**src/rtl/hazard_ctrl_if.sv**
```systemverilog
// Hazard-control bundle between the 5-stage datapath and hazard_ctrl:
// stage register addresses/control bits in, forwarding selects and stall/flush out.
interface hazard_ctrl_if;
  logic [4:0] rs1D, rs2D;
  logic [4:0] rs1E, rs2E, rdE;
  logic [1:0] ResultSrcE;
  logic [4:0] rdM, rdW;
  logic       RegWriteM, RegWriteW;
  logic       PCSrcE;
  logic       MemReqM, MemReadyM;
  logic [1:0] ForwardAE, ForwardBE;
  logic       StallF, StallD, StallE, StallM;
  logic       FlushD, FlushE, FlushW;

  modport master (
    output rs1D, rs2D, rs1E, rs2E, rdE, ResultSrcE, rdM, rdW,
           RegWriteM, RegWriteW, PCSrcE, MemReqM, MemReadyM,
    input  ForwardAE, ForwardBE, StallF, StallD, StallE, StallM,
           FlushD, FlushE, FlushW
  );

  modport slave (
    input  rs1D, rs2D, rs1E, rs2E, rdE, ResultSrcE, rdM, rdW,
           RegWriteM, RegWriteW, PCSrcE, MemReqM, MemReadyM,
    output ForwardAE, ForwardBE, StallF, StallD, StallE, StallM,
           FlushD, FlushE, FlushW
  );
endinterface

```
**src/rtl/hazard_ctrl.sv**
```systemverilog
// Pipeline hazard controller: EX forwarding, load-use/branch/memory-wait stall and
// flush generation, data-memory watchdog and saturating stall/flush counters.
module hazard_ctrl #(
    parameter int unsigned MEM_TIMEOUT = 15,
    parameter int unsigned CNT_W       = 32
) (
    input  logic             clk,
    input  logic             reset,
    hazard_ctrl_if.slave     hz,
    output logic             mem_timeout,
    output logic [CNT_W-1:0] stall_cycles,
    output logic [CNT_W-1:0] flush_events
);

    typedef enum logic [1:0] {RUN, MEM_WAIT, ERR} state_t;

    localparam logic [7:0] WAIT_LAST = 8'(MEM_TIMEOUT - 1);

    state_t     state;
    logic [7:0] wait_cnt;
    logic       lw_stall, mem_stall, freeze, stall_f;

    always_comb begin
        hz.ForwardAE = 2'b00;
        if (hz.RegWriteM && hz.rdM != '0 && hz.rdM == hz.rs1E)
            hz.ForwardAE = 2'b10;
        else if (hz.RegWriteW && hz.rdW != '0 && hz.rdW == hz.rs1E)
            hz.ForwardAE = 2'b01;
    end

    always_comb begin
        hz.ForwardBE = 2'b00;
        if (hz.RegWriteM && hz.rdM != '0 && hz.rdM == hz.rs2E)
            hz.ForwardBE = 2'b10;
        else if (hz.RegWriteW && hz.rdW != '0 && hz.rdW == hz.rs2E)
            hz.ForwardBE = 2'b01;
    end

    assign lw_stall  = (hz.ResultSrcE == 2'b01) && (hz.rdE != '0) &&
                       ((hz.rs1D == hz.rdE) || (hz.rs2D == hz.rdE));
    assign mem_stall = hz.MemReqM && !hz.MemReadyM;
    // During reset the state is treated as RUN so the outputs track the inputs only.
    assign freeze    = mem_stall || (state == ERR && !reset);

    always_comb begin
        hz.StallF = 1'b0;
        hz.StallD = 1'b0;
        hz.StallE = 1'b0;
        hz.StallM = 1'b0;
        hz.FlushD = 1'b0;
        hz.FlushE = 1'b0;
        hz.FlushW = 1'b0;
        if (freeze) begin
            hz.StallF = 1'b1;
            hz.StallD = 1'b1;
            hz.StallE = 1'b1;
            hz.StallM = 1'b1;
            hz.FlushW = 1'b1;
        end else if (hz.PCSrcE) begin
            hz.FlushD = 1'b1;
            hz.FlushE = 1'b1;
        end else if (lw_stall) begin
            hz.StallF = 1'b1;
            hz.StallD = 1'b1;
            hz.FlushE = 1'b1;
        end
    end

    assign stall_f = freeze || (lw_stall && !hz.PCSrcE);

    // wait_cnt counts every stalled memory cycle including the first one spent in RUN,
    // so ERR is reached at the edge ending the MEM_TIMEOUT-th consecutive wait cycle.
    always_ff @(posedge clk) begin
        if (reset) begin
            state        <= RUN;
            wait_cnt     <= '0;
            mem_timeout  <= 1'b0;
            stall_cycles <= '0;
            flush_events <= '0;
        end else begin
            case (state)
                RUN, MEM_WAIT: begin
                    if (mem_stall) begin
                        if (wait_cnt == WAIT_LAST) begin
                            state       <= ERR;
                            mem_timeout <= 1'b1;
                        end else begin
                            state    <= MEM_WAIT;
                            wait_cnt <= wait_cnt + 8'd1;
                        end
                    end else if (state == RUN || hz.MemReadyM) begin
                        state    <= RUN;
                        wait_cnt <= '0;
                    end
                end
                default: state <= ERR;
            endcase

            if (stall_f && stall_cycles != '1)
                stall_cycles <= stall_cycles + 1'b1;
            if (hz.PCSrcE && !freeze && flush_events != '1)
                flush_events <= flush_events + 1'b1;
        end
    end

endmodule

```
**src/flat_wrapper.sv**
```systemverilog
// flat-port wrapper written by rule: the top's interface ports become plain ports
module hazard_ctrl_flat 
#(
    parameter int unsigned MEM_TIMEOUT = 15,
    parameter int unsigned CNT_W       = 32
)
  (clk, reset, mem_timeout, stall_cycles, flush_events, hz_rs1D, hz_rs2D, hz_rs1E, hz_rs2E, hz_rdE, hz_ResultSrcE, hz_rdM, hz_rdW, hz_RegWriteM, hz_RegWriteW, hz_PCSrcE, hz_MemReqM, hz_MemReadyM, hz_ForwardAE, hz_ForwardBE, hz_StallF, hz_StallD, hz_StallE, hz_StallM, hz_FlushD, hz_FlushE, hz_FlushW);
  hazard_ctrl_if hz_i ();
  input  logic clk;
  input  logic reset;
  output logic mem_timeout;
  output logic [CNT_W-1:0] stall_cycles;
  output logic [CNT_W-1:0] flush_events;
  input wire logic [$bits(hz_i.rs1D)-1:0] hz_rs1D;
  input wire logic [$bits(hz_i.rs2D)-1:0] hz_rs2D;
  input wire logic [$bits(hz_i.rs1E)-1:0] hz_rs1E;
  input wire logic [$bits(hz_i.rs2E)-1:0] hz_rs2E;
  input wire logic [$bits(hz_i.rdE)-1:0] hz_rdE;
  input wire logic [$bits(hz_i.ResultSrcE)-1:0] hz_ResultSrcE;
  input wire logic [$bits(hz_i.rdM)-1:0] hz_rdM;
  input wire logic [$bits(hz_i.rdW)-1:0] hz_rdW;
  input wire logic [$bits(hz_i.RegWriteM)-1:0] hz_RegWriteM;
  input wire logic [$bits(hz_i.RegWriteW)-1:0] hz_RegWriteW;
  input wire logic [$bits(hz_i.PCSrcE)-1:0] hz_PCSrcE;
  input wire logic [$bits(hz_i.MemReqM)-1:0] hz_MemReqM;
  input wire logic [$bits(hz_i.MemReadyM)-1:0] hz_MemReadyM;
  output wire logic [$bits(hz_i.ForwardAE)-1:0] hz_ForwardAE;
  output wire logic [$bits(hz_i.ForwardBE)-1:0] hz_ForwardBE;
  output wire logic [$bits(hz_i.StallF)-1:0] hz_StallF;
  output wire logic [$bits(hz_i.StallD)-1:0] hz_StallD;
  output wire logic [$bits(hz_i.StallE)-1:0] hz_StallE;
  output wire logic [$bits(hz_i.StallM)-1:0] hz_StallM;
  output wire logic [$bits(hz_i.FlushD)-1:0] hz_FlushD;
  output wire logic [$bits(hz_i.FlushE)-1:0] hz_FlushE;
  output wire logic [$bits(hz_i.FlushW)-1:0] hz_FlushW;
  assign hz_i.rs1D = hz_rs1D;
  assign hz_i.rs2D = hz_rs2D;
  assign hz_i.rs1E = hz_rs1E;
  assign hz_i.rs2E = hz_rs2E;
  assign hz_i.rdE = hz_rdE;
  assign hz_i.ResultSrcE = hz_ResultSrcE;
  assign hz_i.rdM = hz_rdM;
  assign hz_i.rdW = hz_rdW;
  assign hz_i.RegWriteM = hz_RegWriteM;
  assign hz_i.RegWriteW = hz_RegWriteW;
  assign hz_i.PCSrcE = hz_PCSrcE;
  assign hz_i.MemReqM = hz_MemReqM;
  assign hz_i.MemReadyM = hz_MemReadyM;
  assign hz_ForwardAE = hz_i.ForwardAE;
  assign hz_ForwardBE = hz_i.ForwardBE;
  assign hz_StallF = hz_i.StallF;
  assign hz_StallD = hz_i.StallD;
  assign hz_StallE = hz_i.StallE;
  assign hz_StallM = hz_i.StallM;
  assign hz_FlushD = hz_i.FlushD;
  assign hz_FlushE = hz_i.FlushE;
  assign hz_FlushW = hz_i.FlushW;
  hazard_ctrl #(.MEM_TIMEOUT(MEM_TIMEOUT), .CNT_W(CNT_W)) u_core (.clk(clk), .reset(reset), .hz(hz_i), .mem_timeout(mem_timeout), .stall_cycles(stall_cycles), .flush_events(flush_events));
endmodule
```
**config.mk**
```make
export PLATFORM = sky130hd
export DESIGN_NAME = hazard_ctrl_flat
export DESIGN_NICKNAME = d
export VERILOG_FILES = /design/src/rtl/hazard_ctrl_if.sv /design/src/rtl/hazard_ctrl.sv /design/src/flat_wrapper.sv
export SDC_FILE = /design/constraint.sdc
export NUM_CORES = 1
export LEC_CHECK = 0
export ABC_AREA = 0
export BUFFER_PORTS_ARGS = -buffer_cell sky130_fd_sc_hd__buf_2
export CELL_PAD_IN_SITES_DETAIL_PLACEMENT = 0
export CELL_PAD_IN_SITES_GLOBAL_PLACEMENT = 1
export CORE_ASPECT_RATIO = 1.4
export CORE_MARGIN = 5
export CORE_UTILIZATION = 42
export CTS_BUF_LIST = sky130_fd_sc_hd__clkbuf_8
export DETAILED_ROUTE_END_ITERATION = 16
export PLACE_DENSITY_LB_ADDON = 0.1
export SETUP_SLACK_MARGIN = 0.2
export SLEW_MARGIN = 5
export SYNTH_ARGS = -nofsm -noshare
export SYNTH_HDL_FRONTEND = slang
export SYNTH_SLANG_ARGS = --single-unit
```
**constraint.sdc**
```tcl
create_clock -name clk -period 4.63 [get_ports clk]
set_input_delay 0.2315 -clock clk [delete_from_list [all_inputs] [get_ports clk]]
set_output_delay 0.2315 -clock clk [all_outputs]
set_load 0.02 [all_outputs]
```
Word-level counts from Yosys, hierarchy flattened
Cells that the tools add are included.
- bits in registers: 75
- bits of input ports: 44
- logic and storage cells: 74
- add/subtract/negate cells: 3
- equal/unequal tests: 14
- mux-type cells: 19
- bitwise operators: 1
- reductions and logical operators: 31
- operators with widths (cell ; count):
    $add A32 B1 Y32 const B ; 2
    $ne A32 B32 Y1 const B ; 2
    $eq A5 B5 Y1 ; 6
    $mux W8 ; 3
    $reduce_bool A5 Y1 ; 3
    $logic_and A1 B1 Y1 ; 14
    $mux W2 ; 6
    $mux W1 ; 10
    $add A8 B1 Y8 const B ; 1
    $eq A8 B4 Y1 const B ; 1
    $reduce_and A3 Y1 ; 2
    $eq A2 B1 Y1 const B ; 2
    $logic_not A1 Y1 ; 4
    $logic_or A1 B1 Y1 ; 4
    $reduce_or A2 Y1 ; 2
    $ne A3 B1 Y1 const B ; 1
    $eq A2 B2 Y1 const B ; 1
    $logic_not A2 Y1 ; 1
    $ne A2 B2 Y1 const B ; 1
    $reduce_bool A2 Y1 ; 1
    $not A1 Y1 ; 1

Longest topological paths before layout
Gate-level depths: netlist of run 1.
- depth after elaboration: 6
- mapped depth: 9

Least setup slack after synthesis of run 1
Ideal clock, no wire load.
- kind: flip-flop to flip-flop
- start point: register u_core.flush_events[0]
- end point: register u_core.flush_events[13]
- setup time: 0.128 ns
- arrival time: 1.992 ns
- required time: 4.502 ns
- slack: 2.511 ns
- cell stages (with the launch flop): 10
- path buffers: 2
- clock period less this slack: 2.119 ns
- cells stage by stage: dfxtp_1 ha_1 and2_1 clkbuf_1 and4_1 a31oi_1 buf_2 nand4_1 xor2_1 nor2_1
- longest elaborated chain between the ends: 2
- elaborated cells on any way between the ends: 3
- classes of those cells: 1 x add/sub; 1 x eq/ne; 1 x reduce/logical
- RTL lines (what ; RTL line ; text):
    start: declaration ; hazard_ctrl.sv:12 ; output logic [CNT_W-1:0] flush_events
    start signal: assignment ; hazard_ctrl.sv:102 ; flush_events <= flush_events + 1'b1;
    branches (longest 2 deep; another with $add A32 B1 Y32) ; n/a ;
Parallel ways; which one is timed is not known.
A chain may end at the register's enable or synchronous reset.

Worst setup path in the final report of run 1
- start point: register u_core.state[1]
- end point: output port hz_StallF
- longest elaborated chain between the ends: 4
- RTL lines (what ; RTL line ; text):
    start: declaration ; hazard_ctrl.sv:19 ; state_t state;
    start signal: assignment ; hazard_ctrl.sv:75 ; state <= RUN;
    start signal: assignment ; hazard_ctrl.sv:85 ; state <= ERR;
    start signal: assignment ; hazard_ctrl.sv:88 ; state <= MEM_WAIT;
    $eq A2 B2 Y1 ; hazard_ctrl.sv:43 ; assign freeze = mem_stall || (state == ERR && !reset);
    $logic_and A1 B1 Y1 ; hazard_ctrl.sv:43 ;
    $logic_or A1 B1 Y1 ; hazard_ctrl.sv:43 ;
    $mux W1 ; hazard_ctrl.sv:53 ; if (freeze) begin
    end: declaration ; flat_wrapper.sv:29 ; output wire logic [$bits(hz_i.StallF)-1:0] hz_StallF;
No other way between the ends.

==> results of run 1 <==
-- metrics by stage --
stage	cell area, sq um	hold WS (ns)	total power [W]
floorplan	4180	0.432	0.000741
finish	5030	0.253	0.00127
detailed placement	4830	0.467	0.000785
global route	5030	0.258	0.00133
CTS	5020	0.233	0.00129
global placement	4830	0.453	0.000784
-- final cells by class --
type / count / area [sq um]
Timing Repair Buffer: 121 / 611
Tap cell: 135 / 169
Sequential cell: 75 / 1500
Clock buffer: 10 / 138
Inverter: 11 / 41.3
Clock inverter: 6 / 55.1
Fill cell: 999 / 4810
Multi-Input combinational cell: 390 / 2520
-- Yosys cell counts (3+ instances only) --
cell type,n
and4_1,11
dfxtp_1,75
or4_1,9
xor2_1,43
nand4_1,23
nor2_1,59
o21ai_1,7
mux2i_1,3
nor4_1,9
nand2_1,29
o21ai_0,16
nor4b_1,4
or3_1,22
and3_1,13
clkbuf_1,8
nand3_1,22
nor3_1,6
a21oi_1,28
nor2b_1,6
buf_2,5
xnor2_1,28
inv_1,11
ha_1,4
buf_4,4
o211ai_1,9
and2_1,8
o31ai_1,4
buf_1,3
-- path summary, 6_finish.rpt --
kind | slack [ns] | cells past startpoint | startpoint | to
max reg2reg | 2.05 | 6 | u_core.state[1] | u_core.stall_cycles[31]
min | 0.25 | 3 | hz_MemReqM | u_core.state[0]
min reg2reg | 0.48 | 2 | u_core.mem_timeout | u_core.mem_timeout
max | 1.98 | 6 | u_core.state[1] | hz_StallF
-- sequential cells by signal, indices dropped and copies added (netlist names) --
name and flops:
u_core.state 2, u_core.wait_cnt 8, u_core.stall_cycles 32, u_core.mem_timeout 1, u_core.flush_events 32
-- cell usage in the layout, fill, tap and decap left out, types with 16 or more instances in the layout --
master,netlist,layout
dfxtp_1,75,75
nor2_1,59,59
or3_1,22,22
nand4_1,23,23
o21ai_0,16,16
nand3_1,22,22
xnor2_1,28,28
xor2_1,43,43
a21oi_1,28,28
nand2_1,29,29
buf_2,5,119
-- metal layers --
metal,vias up,track usage,wire length [um]
met5,-,0,0
met1,1845,0.213,4370
met2,63,0.342,5880
li1,2012,-,-
met4,0,0.0621,163
met3,11,0.0405,450
-- report_power, final --
| group | internal [W] | leakage, nW | switching (W) |
|---|---|---|---|
| sequential | 0.000648 | 0.605 | 0.00000402 |
| combinational | 0.0000456 | 1.35 | 0.0000708 |
| clock | 0.000259 | 0.106 | 0.000243 |
| total | 0.000952 | 2.06 | 0.000317 |
-- logic make-up (layout without fill, tap and decap cells) --
logic type,count (synthesis),in the layout,synth area share
simple gates,234,234,0.309
compound gates,77,77,0.120
flops,75,75,0.359
xor+xnor,71,71,0.149
buf+inv,33,148,0.0404
fa+ha+maj,4,4,0.0120
mux,4,4,0.00988
-- worst reg2reg max path: cells and delay by family, from the launching register on --
family	cells	cell delay, ns
compound gates	1	0.76
simple gates	3	0.63
buf+inv	1	0.39
flops	1	0.37
mux	1	0.33
==> metrics.txt, run 1 <==
Critical Path End Type output pin; Yosys reg bits 75; sequential share of the synthesized area 0.359; Post-Syn Area per Cell roughly 8.4 sq um; Place WS around 1.7 ns; type of the worst min-delay path in -> reg; share of the clock period used by the worst path 0.572; DRC violations left 0; crit path kind reg -> out; drt total wl 10.9 mm; CP delay by family, top buffers and inverters; layout cells sized above 1 0.238; Post-CTS Setup Inserts 0; Layout area overhead 20.4%; largest area contributor in the netlist dfxtp_1; Yosys cell types 54; Bufs and invs on worst path 3; final setup fails 0; Least-Margin Pin Slew between 0.7 and 0.8 ns; CTS Root Cell clkbuf_8; worst skew pair latency roughly 0.36 ns; post-synthesis cell count approximately 500; Ports 120; status finished, final reports clean; Worst setup SP type register; die height around 130 um; Final TNS setup 0 ns; leakage about 2 nW; Overall Global Routing Usage 0.187; Syn Nets between 500 and 600; crit-path max FO 15; Slew HR 0.467; max-cap viol count 0; CTS H-tree depth 3; CTS tree yes; Synth top area share 0.359; main area contributors after synthesis dfxtp_1, xor2_1, xnor2_1; detailed router's first-iteration violation count 95; post-detail-place hpwl 8.25 mm; PortBufs between 100 and 150; Worst-path clk slew approximately 0.070 ns; Hold Violations, Final 0; Post-synth top flop dfxtp_1; post-route minimum period approximately 2.6 ns; Placed Instances roughly 730; critical path cell sequence nor3b_1 -> nor2_1 -> inv_1 -> o21ai_0 -> inv_1 -> buf_2; global route total overflow 0; clk_skew ~0.010 ns; Pre-antenna DRT Iters 4; DR vias/cell about 5.3; Die X roughly 94 um; Final Non-Filler Cells about 750; clock buffer count from CTS 9; die area 12100 sq um; RSZ-0062 raised after global routing no; site row count 43; CTS-repair resized insts 0; Slew Limit Fails 0; initial antenna violation count 0; Worst Path Required approximately 4.4 ns; largest net degree at the start of global routing between 70 and 80; routability cong. a little under 0.8; Max Buffers Root-to-Sink 2; Slowest-stage cell, CP o21ai_0; CTS Sinks 75; Arrival @ worst endpoint 2.42 ns; fin worst setup slack 1.98 ns; asr flop ratio synth 0; Vias ~3900; Final Util 0.511; routed length per placed instance 14.5 um; fmax 377 MHz; n_diodes 0; first-pass GRT wire length ~18 mm; vias in the first global route around 3900; Yosys warnings 0; core area between 9000 and 10000 sq um; Pwr per Cell Area around 250 nW/um^2; Post-synth EDFFs 0; synthesized cell area about 4200 sq um; initial core utilization 0.425; hold bufs inserted after CTS 0; number of antenna-violating nets in the routed design 0; Crit path top cell by count inv_1; Worst path max stage delay just under 0.5 ns; nets roughly 660; Max VDD drop about 0.17 mV
Note: power is estimated with default switching activity, not from simulation.
==> inputs of run 2 (changes only) <==
Settings changed: ABC_AREA 0 to 1, CORE_UTILIZATION 42 to 34.
Clock period 4.63 ns to 2.35 ns, I/O delays scaled along.
==> run 2 against run 1 <==
Against the previous run:
- synthesized cell count up 59%
- core utilization down 9.9 points
- final area up 17%
- global-route usage down 1.5 points
- worst hold slack worse by 0.13 ns
- combinational power up 140%
- sequential power up 98%
- critical endpoint is now u_core.stall_cycles[31]
- largest power group unchanged
==> metrics.txt, run 2 <==
Yosys warnings 0 (unchanged); Worst R2R Path Depth 10 (+4); routed length per placed instance 13.6 um (-6.1%); main area contributors after synthesis dfxtp_1, nand2_1, nor2_1; number of antenna-violating nets in the routed design 0 (unchanged); Overall Global Routing Usage 0.172 (-0.0149); max-cap viol count 0 (unchanged); Hold Path Stages 4 (+1); critical path cell sequence ha_1 -> nand3_1 -> nor2_2 -> nand2_1 -> nor2_4 -> nand3_4 -> nand2_2 -> nor2_1 -> a21oi_1 -> nor2_1; routability cong. 0.889 (+12%); RSZ-0062 raised after global routing yes; footprint of the multi-input gates 2960 sq um (+18%); Slowest-stage cell, CP dfxtp_1; Post-Synth Adder-Cell Area 0.0102 (-0.00174); Least-Margin Pin Slew 0.539 ns (-0.258 ns); Worst-path clk slew 0.09 ns (+0.02 ns); fillcell total 1585 (+59%); Max VDD drop 0.239 mV (+40%); crit path kind reg -> reg; initial antenna violation count 0 (unchanged); layout cells sized above 1 0.190 (-0.0486); CTS tree yes; Final TNS setup 0 ns (unchanged); crit-path max FO 15 (unchanged); first-pass GRT wire length 24.3 mm (+33%); Hold Violations, Final 0 (unchanged); FF/Latch Area 1500 sq um (unchanged); core area 14300 sq um (+45%); Post-synth top flop dfxtp_1; post-route minimum period 1.96 ns; Worst setup SP type register; mux contribution to synthesized area 0 (-0.00988); largest net degree at the start of global routing 65 (-11%); worst setup path end u_core.stall_cycles[31]; Final Util 0.412 (-0.0993); nets 962 (+47%); Pre-antenna DRT Iters 4 (unchanged); die height 152 um (+19%); PortBufs 119 (unchanged); Worst Path Required 2.60 ns (-1.80 ns); initial core utilization 0.342 (-0.0829); Regs by FF count u_core.flush_events: 32 flops, u_core.stall_cycles: 32 flops, u_core.wait_cnt: 8 flops; synthesized cell area 4890 sq um (+17%); Synth Area in Simple Gates 0.429 (+0.119); Bufs and invs on worst path 0 (-3); Slew HR 0.641 (+0.174); post-synthesis cell count 792 (+59%); worst skew pair latency 0.35 ns (about the same); Syn Nets 840 (+54%); most frequent cells in the layout nand2_1, nor2_1, buf_2; die area 16900 sq um (+40%); Post-synth EDFFs 0 (unchanged); Synth Area in XOR/XNOR 0.0806 (-0.0682); n_diodes 0 (unchanged); Placed Instances 1089 (+49%); Layout area overhead 20.5%; DR vias/cell 4.80 (-8.7%); largest area contributor in the netlist dfxtp_1; Yosys reg bits 75 (unchanged); site row count 52 (+21%); Post-Syn Area per Cell 6.18 sq um (-26%); DRC violations left 0 (unchanged); CTS Sinks 75 (unchanged); asr flop ratio synth 0 (unchanged); CTS H-tree depth 3 (unchanged); clk_skew 0.0164 ns (+0.00592 ns); Die X 111 um (+18%); sequential share of the synthesized area 0.307 (-0.0522); detailed router's first-iteration violation count 294 (+210%); FF-to-FF setup slack 0.39 ns (-1.66 ns); RR Endpoint u_core.stall_cycles[31]; share of the clock period used by the worst path 0.834; Crit path top cell by count nor2_1; commonest non-fill, non-tap cell in the layout nand2_1; drt total wl 15.1 mm (+39%); CTS Root Cell clkbuf_8; Slew Limit Fails 0 (unchanged); Pwr per Cell Area 421 nW/um^2 (+67%); Max Buffers Root-to-Sink 2 (unchanged); Arrival @ worst endpoint 2.21 ns (-0.21 ns); Critical Path End Type register; path length in cells of the critical path 10 (+4); worst hold slack 0.126 ns (-0.127 ns); Synth top area share 0.307 (-0.0522); largest family of logic cells by synthesized area simple AND/OR/NAND/NOR gates; top cells by count, synth nand2_1, nor2_1, inv_1; type of the worst min-delay path in -> reg; CP Launch Point u_core.stall_cycles[0]; Worst path max stage delay 0.40 ns (-0.09 ns); Vias 5309 (+35%); final setup fails 0 (unchanged); Reg-to-Reg Start u_core.stall_cycles[0]; Yosys cell types 35 (-35%); CP delay by family, top simple AND/OR/NAND/NOR gates; post-detail-place hpwl 11.7 mm (+42%); clock buffer count from CTS 9 (unchanged); vias in the first global route 5134 (+33%); most numerous cell in the Yosys netlist nand2_1; leakage 2.65 nW (+29%); compound-gate portion of the synthesized area 0.0803 (-0.0400); Final Non-Filler Cells 1107 (+48%); Ports 120 (unchanged); status finished, final reports clean; fmax slightly above 500 MHz; global route total overflow 0 (unchanged); hold bufs inserted after CTS 0 (unchanged)
-- run 2: worst min-delay path by stage --
| stage | to | start | slack (ns) |
|---|---|---|---|
| floorplan | u_core.flush_events[7] | reset | 0.19 |
| global placement | u_core.mem_timeout | u_core.mem_timeout | 0.44 |
| global route | u_core.wait_cnt[6] | hz_MemReadyM | 0.13 |
| detailed placement | u_core.mem_timeout | u_core.mem_timeout | 0.46 |
| finish | u_core.wait_cnt[6] | hz_MemReadyM | 0.13 |
| CTS | u_core.wait_cnt[6] | hz_MemReadyM | 0.10 |
-- run 2: layer usage --
layer,wire length (um),track usage,vias up
met5,0,0,-
met3,495,0.0290,19
li1,-,-,2757
met4,265,0.0603,0
met2,8470,0.341,97
met1,5870,0.179,2436
-- run 2: logic make-up after synthesis --
| kind of cell | Yosys count |
|---|---|
| simple gates | 486 |
| buf+inv | 106 |
| compound gates | 76 |
| flops | 75 |
| xor+xnor | 45 |
| fa+ha+maj | 4 |
-- run 2: area by class of cell --
class / count / share of cell area
clock buffers: 9 / 0.0210
flip-flops and latches: 75 / 0.255
inverters: 84 / 0.0539
well taps: 189 / 0.0401
multi-input cells: 611 / 0.502
repair buffers: 133 / 0.121
clock inverters: 6 / 0.00722
-- run 2: power breakdown --
| group | total (W) | internal [W] | switching, W |
|---|---|---|---|
| Clock | 0.000906 | 0.000380 | 0.000526 |
| Sequential | 0.00129 | 0.00128 | 0.00000928 |
| Combinational | 0.000284 | 0.000104 | 0.000180 |
| Total | 0.00248 | 0.00176 | 0.000715 |
-- run 2: worst register-to-register path, stage by stage (launching register included) --
cell,delay [ns]
dfxtp_1,0.40
ha_1,0.19
nand3_1,0.16
nor2_2,0.14
nand2_1,0.12
nor2_4,0.18
nand3_4,0.21
nand2_2,0.17
nor2_1,0.07
a21oi_1,0.16
nor2_1,0.06
-- run 2: stage by stage --
step | setup WS (ns) | area [sq um] | total power, W
global placement | 0.267 | 5680 | 0.00160
finish | 0.389 | 5890 | 0.00248
floorplan | 0.515 | 4890 | 0.00150
detailed placement | 0.218 | 5680 | 0.00160
global route | 0.169 | 5890 | 0.00261
CTS | 0.205 | 5850 | 0.00254
-- run 2: repair_timing --
action                                  CTS  global route
setup buffers                             0             3
gates resized for setup                   0             4
hold endpoints to repair                  0             0
endpoints found under the setup margin    0            38
